### config.mk
export PLATFORM = sky130hd
export DESIGN_NAME = scan_rate_gen
export DESIGN_NICKNAME = d
export VERILOG_FILES = /design/src/rtl/scan_rate_pkg.sv /design/src/rtl/key_debounce.sv /design/src/rtl/scan_rate_gen.sv
export SDC_FILE = /design/constraint.sdc
export NUM_CORES = 1
export LEC_CHECK = 0
export CORE_MARGIN = 3
export CORE_UTILIZATION = 44
export DETAILED_ROUTE_END_ITERATION = 16
export SYNTH_ARGS = -nofsm -noshare
export SYNTH_HDL_FRONTEND = slang
export SYNTH_HIERARCHICAL = 1
export SYNTH_SLANG_ARGS = --single-unit
### constraint.sdc
create_clock -name clock -period 5.8 [get_ports clock]
set_input_delay 0.87 -clock clock [delete_from_list [all_inputs] [get_ports clock]]
set_output_delay 0.87 -clock clock [all_outputs]
set_load 0.02 [all_outputs]
### src/rtl/scan_rate_pkg.sv
`default_nettype none
// ============================================================================
//  Module      : scan_rate_pkg
//  Description : Shared types and helpers for the scan-rate pacing stage:
//                run/pause state encoding, width helpers and the
//                shift-based tick-period function.
//  Revision    : 1.0  initial release
// ============================================================================
package scan_rate_pkg;

    // Run-state encoding for the pacing FSM.
    typedef enum logic [0:0] {
        RUN    = 1'b0,
        PAUSED = 1'b1
    } run_state_t;

    // Key positions inside the packed key/event vectors of the top level.
    localparam int c_key_faster = 0;
    localparam int c_key_slower = 1;
    localparam int c_key_pause  = 2;
    localparam int c_key_step   = 3;
    localparam int c_num_keys   = 4;

    // Divider count width: must hold 0..BASE_DIV-1.
    function automatic int count_width(input int unsigned base);
        return (base > 1) ? $clog2(base) : 1;
    endfunction

    // Speed-level width: must hold 0..NUM_LEVELS-1.
    function automatic int level_width(input int unsigned levels);
        return (levels > 1) ? $clog2(levels) : 1;
    endfunction

    // Tick period at a given level. Each level doubles the rate, so the
    // period is a plain right shift of the base divider.
    function automatic int unsigned tick_period(input int unsigned base,
                                                input int unsigned level);
        return base >> level;
    endfunction

    // Default widths for the board build (50 MHz, 8 levels).
    localparam int c_cnt_w_default = count_width(25000000);
    localparam int c_lvl_w_default = level_width(8);

endpackage
`default_nettype wire

### src/rtl/key_debounce.sv
`default_nettype none
// ============================================================================
//  Module      : key_debounce
//  Description : Raw active-low pushbutton conditioner. Two-flop
//                synchronizer, stability counter, debounced key state and a
//                one-cycle press event on each accepted release->press edge.
//  Ports       : clock     - system clock, rising edge
//                reset_n   - asynchronous active-low reset
//                key_n     - raw pushbutton, low = pressed
//                press_evt - one-cycle pulse when a press is accepted
//  Revision    : 1.0  initial release
// ============================================================================
module key_debounce #(
    parameter int DEBOUNCE_CYCLES = 500000
) (
    input  logic clock,
    input  logic reset_n,
    input  logic key_n,
    output logic press_evt
);

    localparam int                  c_dcnt_w = $clog2(DEBOUNCE_CYCLES + 1);
    // The sample on which the counter would reach DEBOUNCE_CYCLES is the
    // one that commits the new level.
    localparam logic [c_dcnt_w-1:0] c_dcnt_last = c_dcnt_w'(DEBOUNCE_CYCLES - 1);

    logic                r_sync1;
    logic                r_sync2;
    logic                r_stable;
    logic                r_evt;
    logic [c_dcnt_w-1:0] r_cnt;

    always_ff @(posedge clock or negedge reset_n) begin
        if (!reset_n) begin
            r_sync1  <= 1'b1;
            r_sync2  <= 1'b1;
            r_stable <= 1'b1;
            r_evt    <= 1'b0;
            r_cnt    <= '0;
        end else begin
            r_sync1 <= key_n;
            r_sync2 <= r_sync1;
            r_evt   <= 1'b0;
            if (r_sync2 == r_stable) begin
                // Any bounce back to the committed level restarts the window.
                r_cnt <= '0;
            end else if (r_cnt == c_dcnt_last) begin
                r_cnt    <= '0;
                r_stable <= r_sync2;
                // Only the 1->0 commit is a press; releases are silent.
                r_evt    <= ~r_sync2;
            end else begin
                r_cnt <= r_cnt + c_dcnt_w'(1);
            end
        end
    end

    assign press_evt = r_evt;

endmodule
`default_nettype wire

### src/rtl/scan_rate_gen.sv
`default_nettype none
// ============================================================================
//  Module      : scan_rate_gen
//  Description : Pacing stage for the bouncing LED scan. Divides the board
//                clock into a one-cycle tick at one of NUM_LEVELS rates,
//                controlled by four debounced pushbuttons.
//  Ports       : clock        - system clock, rising edge
//                reset_n      - asynchronous active-low reset
//                key_faster_n - raw key, raise speed level
//                key_slower_n - raw key, lower speed level
//                key_pause_n  - raw key, toggle run/pause
//                key_step_n   - raw key, single tick while paused
//                tick         - registered one-cycle enable to the scanner
//                speed_level  - current level, 0 = slowest
//                running      - 1 = running, 0 = paused
//  Revision    : 1.0  initial release
// ============================================================================
module scan_rate_gen
    import scan_rate_pkg::*;
#(
    parameter int DEBOUNCE_CYCLES = 500000,
    parameter int BASE_DIV        = 25000000,
    // NUM_LEVELS must not exceed log2(BASE_DIV) so the slowest-to-fastest
    // shift never drives the period to zero.
    parameter int NUM_LEVELS      = 8,
    parameter int DEFAULT_LEVEL   = 3
) (
    input  logic                               clock,
    input  logic                               reset_n,
    input  logic                               key_faster_n,
    input  logic                               key_slower_n,
    input  logic                               key_pause_n,
    input  logic                               key_step_n,
    output logic                               tick,
    output logic [level_width(NUM_LEVELS)-1:0] speed_level,
    output logic                               running
);

    localparam int                 c_cnt_w   = count_width(BASE_DIV);
    localparam int                 c_lvl_w   = level_width(NUM_LEVELS);
    localparam logic [c_lvl_w-1:0] c_lvl_max = c_lvl_w'(NUM_LEVELS - 1);
    localparam logic [c_lvl_w-1:0] c_lvl_def = c_lvl_w'(DEFAULT_LEVEL);

    // ------------------------------------------------------------------
    // Key conditioning
    // ------------------------------------------------------------------
    logic [c_num_keys-1:0] w_keys_n;
    logic [c_num_keys-1:0] w_evt;

    assign w_keys_n[c_key_faster] = key_faster_n;
    assign w_keys_n[c_key_slower] = key_slower_n;
    assign w_keys_n[c_key_pause]  = key_pause_n;
    assign w_keys_n[c_key_step]   = key_step_n;

    for (genvar gi = 0; gi < c_num_keys; gi++) begin : g_keys
        key_debounce #(
            .DEBOUNCE_CYCLES (DEBOUNCE_CYCLES)
        ) u_key_debounce (
            .clock     (clock),
            .reset_n   (reset_n),
            .key_n     (w_keys_n[gi]),
            .press_evt (w_evt[gi])
        );
    end

    logic w_faster;
    logic w_slower;
    logic w_pause;
    logic w_step;

    assign w_faster = w_evt[c_key_faster];
    assign w_slower = w_evt[c_key_slower];
    assign w_pause  = w_evt[c_key_pause];
    assign w_step   = w_evt[c_key_step];

    // ------------------------------------------------------------------
    // State
    // ------------------------------------------------------------------
    run_state_t         r_state;
    logic [c_lvl_w-1:0] r_level;
    logic [c_cnt_w-1:0] r_cnt;
    logic               r_tick;

    run_state_t         w_state_nxt;
    logic [c_lvl_w-1:0] w_level_nxt;
    logic [c_cnt_w-1:0] w_cnt_nxt;
    logic               w_tick_nxt;
    logic [c_cnt_w-1:0] w_last_cur;
    logic [c_cnt_w-1:0] w_last_nxt;

    // Terminal count (P-1) for the current and the upcoming level.
    assign w_last_cur = c_cnt_w'(tick_period(BASE_DIV, 32'(r_level)) - 1);
    assign w_last_nxt = c_cnt_w'(tick_period(BASE_DIV, 32'(w_level_nxt)) - 1);

    always_comb begin
        w_level_nxt = r_level;
        w_state_nxt = r_state;
        w_cnt_nxt   = r_cnt;
        w_tick_nxt  = 1'b0;

        // Simultaneous faster+slower cancel out.
        if (w_faster && !w_slower && (r_level != c_lvl_max)) begin
            w_level_nxt = r_level + c_lvl_w'(1);
        end else if (w_slower && !w_faster && (r_level != '0)) begin
            w_level_nxt = r_level - c_lvl_w'(1);
        end

        if (w_pause) begin
            w_state_nxt = (r_state == RUN) ? PAUSED : RUN;
        end

        // A real level change restarts the period so the new rate takes
        // effect cleanly; a saturated request leaves the phase alone.
        if (w_level_nxt != r_level) begin
            w_cnt_nxt = '0;
        end else if (r_state == RUN) begin
            w_cnt_nxt = (r_cnt == w_last_cur) ? '0 : r_cnt + c_cnt_w'(1);
        end

        // tick is registered, so it is decided from the values the counter
        // and FSM will hold after this edge. A count parked at P-1 while
        // paused therefore ticks on the first running cycle.
        if (w_state_nxt == RUN) begin
            w_tick_nxt = (w_cnt_nxt == w_last_nxt);
        end else begin
            w_tick_nxt = w_step && (r_state == PAUSED);
        end
    end

    always_ff @(posedge clock or negedge reset_n) begin
        if (!reset_n) begin
            r_state <= RUN;
            r_level <= c_lvl_def;
            r_cnt   <= '0;
            r_tick  <= 1'b0;
        end else begin
            r_state <= w_state_nxt;
            r_level <= w_level_nxt;
            r_cnt   <= w_cnt_nxt;
            r_tick  <= w_tick_nxt;
        end
    end

    assign tick        = r_tick;
    assign speed_level = r_level;
    assign running     = (r_state == RUN);

endmodule
`default_nettype wire

== Word level (Yosys, flattened, before mapping) ==
Index checks and enable logic that the tools add are counted.
Cells by class
  shift-type cells: 2
  muxes and demuxes: 24
  add/sub/neg operators: 9
  bitwise operators: 9
  equality and inequality tests: 12
  reduce and logical (&&, ||, !) cells: 12
Operators by type and width (number)
  $mux W19: 8
  $add A19 B1 Y19 const B: 4
  $eq A19 B19 Y1 const B: 4
  $mux W25: 3
  $eq A25 B25 Y1: 2
  $shr A25 B3 Y25 const A: 2
  $sub A25 B1 Y25 const B: 2
  $add A25 B1 Y25 const B: 1
  $mux W1: 11
  $not A1 Y1: 9
  $reduce_and A2 Y1: 4
  $mux W3: 2
  $logic_and A1 B1 Y1: 5
  $eq A1 B1 Y1: 4
  $add A3 B1 Y3 const B: 1
  $ne A3 B3 Y1: 1
  $ne A3 B3 Y1 const B: 1
  $reduce_bool A3 Y1: 1
  $sub A3 B1 Y3 const B: 1
  $logic_not A1 Y1: 2
Word-level totals
  register bits: 122
  word-level logic and storage cells: 92

== Longest topological paths before layout ==
  depth after elaboration: 9
  depth in mapped cells: 19
  depth with buffers taken out: 19

== Modules after synthesis ==
The synthesis kept the hierarchy.
By module, submodules not included
  key_debounce: cells each 110, area an instance 1122.3 sq um, instances 4
  scan_rate_gen: cells each 422, area an instance 3251.9 sq um, instances 1

== Worst setup path before layout ==
No wires, ideal clock.
  path type: register to register
  start point: register r_level[0] (netlist: speed_level[0])
  end point: register r_tick (netlist: tick)
  required time: 5.724 ns
  period minus slack after synthesis: 3.765 ns
  arrival: 3.689 ns
  path buffers: 0
  library setup time: 0.076 ns
  cell stages (with the launch flop): 19
  setup slack: 2.035 ns
  cells stage by stage: dfstp_2 -> inv_1 -> ha_1 -> ha_1 -> nor4b_1 -> nor3_4 -> inv_2 -> nand2_1 -> nor2_1 -> inv_1 -> ha_1 -> nand2_1 -> o21ai_0 -> a211oi_1 -> o2111ai_1 -> nor4_1 -> o2111a_1 -> o211ai_1 -> o21ai_1
Between the ends
  word-level cells in the longest chain between the ends: 8
  elaborated cells between the ends (all ways): 19
  those cells by class: add/sub: 4; eq/ne: 4; shift: 2; mux: 6; reduce/logical: 3
Ends and longest elaborated chain
  from (decl): line scan_rate_gen.sv:80  | logic [c_lvl_w-1:0] r_level;
  from (signal assigned): line scan_rate_gen.sv:133  | r_level <= c_lvl_def;
  from (signal assigned): line scan_rate_gen.sv:138  | r_level <= w_level_nxt;
  $shr A25 B3 Y25 / $reduce_bool A3 Y1 (equally long branches): line scan_rate_pkg.sv:38, scan_rate_gen.sv:104
  $sub A25 B1 Y25 / $logic_and A1 B1 Y1 (equally long branches): line scan_rate_gen.sv:92, scan_rate_gen.sv:104
  $eq A25 B25 Y1 / $mux W3 (equally long branches): line scan_rate_gen.sv:117, scan_rate_gen.sv:104
  $mux W25 / $mux W3 (equally long branches): line scan_rate_gen.sv:117, scan_rate_gen.sv:102
  $mux W25 (tied with other cells): line scan_rate_gen.sv:116  | end else if (r_state == RUN) begin
  $mux W25 / $sub A25 B1 Y25 (equally long branches): line scan_rate_gen.sv:114, scan_rate_gen.sv:93
  $eq A25 B25 Y1 (*): line scan_rate_gen.sv:124  | w_tick_nxt = (w_cnt_nxt == w_last_nxt);
  $mux W1 (*): line scan_rate_gen.sv:123  | if (w_state_nxt == RUN) begin
  net w_tick_nxt: line scan_rate_gen.sv:87  | logic w_tick_nxt;
  to (signal assigned): line scan_rate_gen.sv:140  | r_tick <= w_tick_nxt;
  to (decl): line scan_rate_gen.sv:82  | logic r_tick;
The timed path passes the listed nets; every way through them passes the cells marked *.
A chain may end at the register's enable or synchronous reset.

== Worst setup path in the final report ==
  start point: register r_level[1] (netlist: speed_level[1])
  end point: register r_tick (netlist: tick)
The elaborated chain is that of the path after synthesis.

==> flow_summary_export.csv <==
group,metric,value,unit
run_status,status,"finished clean",
sta,period_minus_slack,4710,ps
floorplan,num_rows,47,
routing,via_per_inst,5.83,
logic_synthesis,synth_edf_count,0,
routing,drtAntennaViolNets,0,
routing,drtIter0Drc,400,
logic_synthesis,synth_warnings,6,
floorplan,die_w,139,um
sta,hold_ws,355,ps
setup_path,worstPathArrival,5050,ps
logic_synthesis,avgSynthCellArea,8.98,um2
logic_synthesis,synth_top_area_cell,"dfrtp_1",
setup_path,worst-setup-path-type,"reg2reg",
logic_synthesis,synth_top_area_share,34.9,%
logic_synthesis,seq_area_frac_synth,39.7,%
clocking,clkSinkCount,122,
sta,tightest_slew,909,ps
finish,final_cells,1094,
floorplan,io_pins,11,
global_routing,grt_overflow,0,
sta,slew_viol_final,0,
power,power_density,234,nW/um2
sta,relSlewSlack,39.4,%
place,finalWeightedCongestion,0.913,
logic_synthesis,async_reset_ff_share,100,%
place,dp_hpwl,13400,um
setup_path,required,6140,ps
sta,fin_crit_sh,81.3,%
global_routing,track_usage,19.8,%
place,dp.cells,1062,
routing,wl,18700,um
routing,vias,6376,
job,drv_cap,0,
global_routing,grt_start_max_net_pins,73,
power,worst_ir_drop_vdd,0.000352,V
routing,wire_per_inst,17.1,um
logic_synthesis,ys_types,72,
global_routing,grt_pass1_wl,31400,um
clocking,cts_tree,"done",
sta,timing.fmax,0.212,GHz
sta,hold_violations,0,
sta,clock_skew,6.92,ps
clocking,postCtsResizedCells,0,
floorplan,die_h,139,um
finish,fill_cells,1506,
sta,setup-violations-final,0,
clocking,cts-root-buf,"clkbuf_16",
logic_synthesis,synth_commonest_cells,"135 x nor2_1, 108 x dfrtp_1, 74 x xnor2_1",
clocking,postCtsSetupBuffers,0,
floorplan,die_area,19200,um2
finish,nNetsFinal,887,
setup_path,critPathCaptureType,"register",
floorplan,fp.coreArea,16900,um2
finish,post-route-util,50.8,%
logic_synthesis,synth_flop_cell,"dfrtp_1",
setup_path,path_max_fanout,13,
finish,diodes,0,
finish,syn2layout_area_growth,10.8,%
floorplan,start_util,45.9,%
sta,tns,0,ps
logic_synthesis,synth.most_common_cell,"nor2_1",
finish,drive_gt1_share,9.73,%
global_routing,grt_pass1_vias,6115,
worst_hold_path,hold_path_class,"reg2reg",
sta,rsz0062_at_grt,"no",
power,p_total,2.01,mW
clocking,path_clk_slew,60,ps
clocking,cts_hold_buf,0,
power,power.leakage,3.34,nW
clocking,cts_buffer_depth,2,
routing,drc,0,
logic_synthesis,syn_nets,888,
logic_synthesis,synth.area.top_cells,"dfrtp_1 35%, xnor2_1 8.4%, nor2_1 6.5%",
clocking,cts_made_buffers,17,
logic_synthesis,ys_ff_latch,122,
clocking,htree_levels,4,
logic_synthesis,syn_inst,862,
clocking,insertion_delay,410,ps
global_routing,antenna_found_initial,0,
setup_path,cp-start-kind,"register",
logic_synthesis,syn_area,7740,um2
place,io_buffers,10,
routing,dr.pass1.iters,5,
layout make-up:
type	instances	area, um2	share of cell area, %
Sequential cell	122	3070	35.8
Inverter	32	120	1.40
Tap cell	220	275	3.21
Multi-Input combinational cell	674	4370	51.0
Clock buffer	17	425	4.96
Clock inverter	15	188	2.19
Timing Repair Buffer	14	128	1.49
critical path, stage by stage (launching register included):
cell,delay (ps)
dfstp_2,680
inv_1,180
ha_1,340
ha_1,310
nor3b_1,230
o21ai_0,120
nand3_1,430
inv_1,310
nor2_1,350
nand2_1,100
ha_1,290
nand2_1,90
o21ai_0,80
a211oi_1,240
o2111ai_1,140
nor4_1,290
o2111a_1,230
o211ai_1,100
o21ai_1,150
path summary, 6_finish.rpt:
path,startpoint,endpoint,slack [ps],cells past startpoint
max,speed_level[1]$_DFF_PN1_,tick$_DFF_PN0_,1090,18
min,g_keys[2].u_key_debounce/r_sync1$_DFF_PN1_,g_keys[2].u_key_debounce/r_sync2$_DFF_PN1_,350,0
max reg2reg,speed_level[1]$_DFF_PN1_,tick$_DFF_PN0_,1090,18
min reg2reg,g_keys[2].u_key_debounce/r_sync1$_DFF_PN1_,g_keys[2].u_key_debounce/r_sync2$_DFF_PN1_,350,0
max in group asynchronous,reset_n,r_cnt[10]$_DFF_PN0_,4010,2
min in group asynchronous,reset_n,g_keys[2].u_key_debounce/r_cnt[18]$_DFF_PN0_,600,1
sequential cells by signal, indices dropped and copies added (netlist names):
signal,count
r_state,1
g_keys.u_key_debounce/r_stable,4
tick,1
g_keys.u_key_debounce/press_evt,4
g_keys.u_key_debounce/r_sync1,4
g_keys.u_key_debounce/r_cnt,76
g_keys.u_key_debounce/r_sync2,4
speed_level,3
r_cnt,25
power breakdown:
part / internal, mW / leakage (nW) / switching (mW) / total [mW]
combinational: 0.0120 / 1.41 / 0.0314 / 0.0434
sequential: 0.864 / 1.63 / 0.0116 / 0.875
clock: 0.684 / 0.297 / 0.408 / 1.09
total: 1.56 / 3.34 / 0.451 / 2.01
kinds of logic (layout without fill, tap and decap cells):
group                      count (synthesis)  count (layout)  share of synthesized area (%)
xor gates and xnor gates                 113             113                           12.8
muxes                                     15              15                           2.00
buffers and inverters                     66              78                           3.86
DFF                                      122             122                           39.7
and+or+nand+nor                          415             415                           27.7
AOI/OAI and AO/OA                        111             111                           10.7
adders and majority gates                 20              20                           3.23
routing by layer:
layer  share of wire [%]  vias to the layer above  track usage (%)
li1                    -                     3071                -
met1                  47                     3114             26.9
met2                  48                      164             32.0
met3                 4.3                       27             4.17
met4                 1.6                        0             6.02
met5                   0                        -                0
placed cells by master (no fill, tap or decap), types with 8 or more instances in the layout:
cell type          n
nor2_1           135
dfstp_2           14
nor4b_1            9
ha_1              20
clkbuf_16         17
nand4_1           45
inv_1             30
nor4_1            17
xnor2_1           74
nand2_1           60
and2_1             8
xor2_1            39
a21oi_1           26
nand3_1           39
nor3_1            43
o21ai_0           16
dfrtp_1          108
mux2i_1           11
clkdlybuf4s50_1    9
stage by stage:
stage / setup WS [ps] / area, um2
floorplan: 2030 / 7740
global placement: 1300 / 7970
detailed placement: 1180 / 7970
CTS: 1150 / 8580
global route: 722 / 8580
finish: 1090 / 8580
Note: power is estimated with default switching activity, not from simulation.
